## config.mk

```make
export PLATFORM = sky130hd
export DESIGN_NAME = adder_share_arb
export DESIGN_NICKNAME = d
export VERILOG_FILES = /design/src/rtl/adder_share_arb.sv
export SDC_FILE = /design/constraint.sdc
export NUM_CORES = 1
export LEC_CHECK = 0
export ABC_AREA = 1
export BUFFER_PORTS_ARGS = -buffer_cell sky130_fd_sc_hd__buf_4
export CAP_MARGIN = 20
export CORE_MARGIN = 1
export CORE_UTILIZATION = 40
export DETAILED_ROUTE_END_ITERATION = 8
export PLACE_DENSITY_LB_ADDON = 0.25
export SETUP_SLACK_MARGIN = 0.3
export SYNTH_ARGS = -nofsm -noshare
export SYNTH_HDL_FRONTEND = slang
export SYNTH_SLANG_ARGS = --single-unit
```

## constraint.sdc

```tcl
create_clock -name clk -period 5.7 [get_ports clk]
set_input_delay 0.57 -clock clk [delete_from_list [all_inputs] [get_ports clk]]
set_output_delay 0.57 -clock clk [all_outputs]
set_load 0.02 [all_outputs]
```

## src/rtl/adder_share_arb.sv

```systemverilog
// Round-robin front end that time-shares one combinational adder among NREQ requesters.
// S1 registers the granted operand pair into the adder; S2 captures the sum for the response port.
module adder_share_arb #(
    parameter int unsigned NREQ = 4,
    parameter int unsigned W    = 12,
    parameter int unsigned IDW  = $clog2(NREQ)
) (
    input  logic              clk,
    input  logic              rst,
    input  logic [NREQ-1:0]   req_valid,
    output logic [NREQ-1:0]   req_ready,
    input  logic [NREQ*W-1:0] req_a,
    input  logic [NREQ*W-1:0] req_b,
    output logic [W-1:0]      add_a,
    output logic [W-1:0]      add_b,
    input  logic [W:0]        add_s,
    output logic              rsp_valid,
    input  logic              rsp_ready,
    output logic [W:0]        rsp_sum,
    output logic [IDW-1:0]    rsp_id,
    output logic [15:0]       rsp_count
);

    logic            s1_v_q, s1_v_d;
    logic [W-1:0]    s1_a_q, s1_a_d;
    logic [W-1:0]    s1_b_q, s1_b_d;
    logic [IDW-1:0]  s1_id_q, s1_id_d;
    logic            rsp_valid_q, rsp_valid_d;
    logic [W:0]      rsp_sum_q, rsp_sum_d;
    logic [IDW-1:0]  rsp_id_q, rsp_id_d;
    logic [15:0]     rsp_count_q, rsp_count_d;
    logic [IDW-1:0]  ptr_q, ptr_d;

    logic            out_adv, s1_adv, accept_en, accept, any_valid;
    logic [IDW-1:0]  grant;
    logic [W-1:0]    sel_a, sel_b;
    int unsigned     idx;

    assign out_adv   = ~rsp_valid_q | rsp_ready;
    assign s1_adv    = s1_v_q & out_adv;
    assign accept_en = ~s1_v_q | s1_adv;
    assign accept    = accept_en & any_valid & ~rst;

    // First valid requester at or after ptr, wrapping modulo NREQ.
    always_comb begin
        any_valid = 1'b0;
        grant     = '0;
        sel_a     = '0;
        sel_b     = '0;
        idx       = 0;
        for (int unsigned k = 0; k < NREQ; k++) begin
            idx = 32'(ptr_q) + k;
            if (idx >= NREQ) begin
                idx = idx - NREQ;
            end
            if (!any_valid && req_valid[IDW'(idx)]) begin
                any_valid = 1'b1;
                grant     = IDW'(idx);
                sel_a     = req_a[idx*W +: W];
                sel_b     = req_b[idx*W +: W];
            end
        end
    end

    always_comb begin
        req_ready = '0;
        if (accept) begin
            req_ready = NREQ'(1) << grant;
        end
    end

    always_comb begin
        s1_v_d      = s1_v_q;
        s1_a_d      = s1_a_q;
        s1_b_d      = s1_b_q;
        s1_id_d     = s1_id_q;
        rsp_valid_d = rsp_valid_q;
        rsp_sum_d   = rsp_sum_q;
        rsp_id_d    = rsp_id_q;
        rsp_count_d = rsp_count_q;
        ptr_d       = ptr_q;

        if (s1_adv) begin
            s1_v_d      = 1'b0;
            rsp_valid_d = 1'b1;
            rsp_sum_d   = add_s;
            rsp_id_d    = s1_id_q;
        end else if (rsp_valid_q && rsp_ready) begin
            rsp_valid_d = 1'b0;
        end

        if (accept) begin
            s1_v_d  = 1'b1;
            s1_a_d  = sel_a;
            s1_b_d  = sel_b;
            s1_id_d = grant;
            ptr_d   = (grant == IDW'(NREQ - 1)) ? '0 : grant + IDW'(1);
        end

        if (rsp_valid_q && rsp_ready) begin
            rsp_count_d = rsp_count_q + 16'd1;
        end
    end

    always_ff @(posedge clk) begin
        if (rst) begin
            s1_v_q      <= 1'b0;
            s1_a_q      <= '0;
            s1_b_q      <= '0;
            s1_id_q     <= '0;
            rsp_valid_q <= 1'b0;
            rsp_sum_q   <= '0;
            rsp_id_q    <= '0;
            rsp_count_q <= '0;
            ptr_q       <= '0;
        end else begin
            s1_v_q      <= s1_v_d;
            s1_a_q      <= s1_a_d;
            s1_b_q      <= s1_b_d;
            s1_id_q     <= s1_id_d;
            rsp_valid_q <= rsp_valid_d;
            rsp_sum_q   <= rsp_sum_d;
            rsp_id_q    <= rsp_id_d;
            rsp_count_q <= rsp_count_d;
            ptr_q       <= ptr_d;
        end
    end

    assign add_a     = s1_a_q;
    assign add_b     = s1_b_q;
    assign rsp_valid = rsp_valid_q;
    assign rsp_sum   = rsp_sum_q;
    assign rsp_id    = rsp_id_q;
    assign rsp_count = rsp_count_q;

endmodule
```

==> metrics.md <==
| Metric | Value |
|---|---|
| Outcome | complete, no violations |
| Num ports | between 150 and 200 |
| Ys flop type | dfxtp_1 |
| Syn Area/Cell | ~5.0 sq um |
| CTS tree | yes |
| Layout area overhead | 16.3% |
| Clock transition at the registers of the reported paths | about 0.050 ns |
| Period utilization | 78.5% |
| XOR/XNOR Fraction of Synth Area | 0.270% |
| Fmax | approximately 220 MHz |
| Initial antenna violation count | 0 |
| Core area | 23700 sq um |
| Fin worst setup slack | approximately 1.2 ns |
| Gp weighted congestion | about 1 |
| Global-route wire length before repair | slightly below 70 mm |
| Measured slew at the worst slew-check pin | 1.08 ns |
| Compound-Gate Fraction of Synth Area | approximately 20% |
| Slowest library cell on the worst path | nor2_4 |
| Simple-gate area share of the yosys netlist | a little under three fifths |
| Tmin final | around 4.5 ns |
| Setup WS pre-CTS | ~1.7 ns |
| Syn nets | a little over 2000 |
| Fraction of layout cells with a size suffix above 1 | between 10% and 20% |
| Chip Height | 158 um |
| Seq/Total Area, Yosys | 12.5% |
| Net count, final | roughly 2200 |
| PwrDens | a little over 700 nW/um^2 |
| Mux share of post-synthesis cell area | 0% |
| Dpl hpwl | between 30 and 40 mm |
| Yosys reg bits | just over 60 |
| MaxCap Viol Count | 0 |
| Initial core utilization | approximately 41% |
| Num rows | 56 |
| Worst-Skew Late Latency | ~0.33 ns |
| CP endpoint kind | output pin |
| Hold buffers post-CTS | 0 |
| Worst Path Arrival | between 3 and 4 ns |
| Setup Skew | about 0.0037 ns |
| Util after Layout | 47.9% |
| Clock Path Buffers | 2 |
| PostCTS Resize Cnt | 0 |
| Final Hold Fails | 0 |
| Main combinational cell family by area after synthesis | simple AND/OR/NAND/NOR gates |
| Vias in the first global route | 12564 |
| Adder-cell share of the synthesized area | ~1.3% |
| Fin Setup TNS | 0 ns |
| RSZ-0062 raised after global routing | no |
| DRC viols | 0 |
| Overall Global Routing Usage | roughly a third |
| Critical-path cell list | inv_2, ha_2, inv_2, nand3_1, nand2_1, nand3_4, nor2_4, inv_2, o21ai_1, inv_1, ha_1, inv_1, nor2_1, buf_4 |
| Worst VDD drop | around 0.42 mV |
| Initial DRT Pass Iterations | 7 |
| Inserted Diodes | 0 |
| CP peak stage delay | 0.58 ns |
| EDFF count, synth | 0 |
| Kind of critical path | reg2out |
| Clock sinks | 61 |
| Port Buf Inserts | about 180 |
| Htree depth | 3 |
| Initial DRC Count | a little under 2000 |
| CP dominant cell by count | inv_2 |
| DR vias/cell | between 5 and 6 |
| WP data required | between 5 and 6 ns |
| Max Transition Viols Final | 0 |
| Gr ovfl total | 0 |
| DR WL/cell | 19.0 um |
| Post-Syn Instances | just under 2000 |
| Worst-path fanout max | 22 |
| Die ar. | around 25000 sq um |
| Hold WC Path Type | reg2reg |
| Max-slew headroom | ~28% |
| Clk Tree Root Cell | clkbuf_16 |
| Largest net degree at the start of global routing | slightly below 100 |
| CTS Buf Count | 9 |
| Post-CTS Setup Bufs | 0 |
| Mapped Area | roughly 9700 sq um |
| Crit start category | flop |
| Final setup fails | 0 |
| Static Leak | a little under 0.006 uW |
| Drt total wl | 44.6 mm |
| Vias | roughly 14000 |
| Async set-reset flop share out of synthesis | 0% |
| Number of nets with antenna violations after routing | 0 |
| Yosys warns | 0 |
| Yosys cell types | 43 |
| Layout fillers | roughly 2700 |
| Die X | 158 um |
## power breakdown
part           internal, uW  switching (uW)  total, uW
sequential              542            74.2        617
combinational          2030            4980       7010
clock                   398             189        586
## state kept, by name, summed over array words and instances (netlist names)
name / cells
add_a: 12
add_b: 12
s1_v_q: 1
ptr_q: 2
rsp_sum: 13
rsp_valid: 1
rsp_count: 16
s1_id_q: 2
rsp_id: 2
## final timing paths
path | startpoint | endpoint | slack [ns] | cells after the start
max | ptr_q[1] | req_ready[3] | 1.23 | 14
min | rsp_count[15] | rsp_count[15] | 0.46 | 2
max reg2reg | ptr_q[1] | add_b[8] | 1.57 | 15
min reg2reg | rsp_count[15] | rsp_count[15] | 0.46 | 2
## cell type report
type	instances	area [sq um]	share of cell area [%]
Timing Repair Buffer	197	1500	13.3
Clock buffer	13	292	2.57
Sequential cell	61	1220	10.8
Clock inverter	2	37.5	0.331
Tap cell	319	399	3.52
Inverter	105	399	3.52
Multi-Input combinational cell	1652	7480	66.0
## stage by stage
step / total power [uW] / cell area, sq um / instances / hold WS (ns)
final: 8210 / 11300 / 2349 / 0.462
after global routing: 8850 / 11300 / 2349 / 0.490
after global placement: 7270 / 11000 / 2333 / 0.454
after detailed placement: 7310 / 11000 / 2333 / 0.456
after CTS: 7920 / 11300 / 2348 / 0.463
after floorplan: 5570 / 9750 / 1943 / 0.444
## placed cells by master, fill, tap and decap left out, drive strengths merged, types with 3 or more instances in the layout
| cell type | n |
|---|---|
| nor3 | 5 |
| buf | 197 |
| o21a | 13 |
| nand2 | 871 |
| a21oi | 120 |
| o21ai | 168 |
| dfxtp | 61 |
| a21boi | 6 |
| o211ai | 29 |
| inv | 103 |
| nand3 | 289 |
| and2 | 12 |
| clkbuf | 13 |
| ha | 10 |
| o22ai | 3 |
| nand4 | 6 |
| nor2 | 105 |
## per-layer routing
| metal | vias to the layer above | wire length (um) | GRT usage, % |
|---|---|---|---|
| li1 | 6516 | - | - |
| met3 | 185 | 6300 | 7.72 |
| met2 | 1029 | 18400 | 52.9 |
| met5 | - | 0 | 0 |
| met1 | 6203 | 17600 | 46.4 |
| met4 | 0 | 2270 | 19.2 |
## cells by family after synthesis
family / Yosys count
DFF: 61
AOI/OAI and AO/OA: 345
xor gates and xnor gates: 3
adders and majority gates: 10
buffers and inverters: 230
and+or+nand+nor: 1294
## critical path: cells and delay by family (launching register included)
kind,cells,cell delay (ns)
simple gates,5,1.09
flops,1,0.51
compound gates,1,0.34
fa+ha+maj,2,0.54
buf+inv,6,1.10
## synth_stat cells (12+ instances only)
cell type / instances / area (sq um)
a21oi_1: 112 / 561
and2_1: 12 / 75.1
buf_1: 17 / 63.8
buf_2: 55 / 275
buf_4: 15 / 113
clkbuf_1: 31 / 116
dfxtp_1: 61 / 1220
inv_1: 95 / 357
nand2_1: 857 / 3220
nand2_2: 14 / 87.6
nand3_1: 287 / 1440
nor2_1: 93 / 349
o211ai_1: 29 / 218
o21a_1: 13 / 97.6
o21ai_0: 154 / 771
o21ai_1: 12 / 60.1
(Power assumes the default switching activity.)
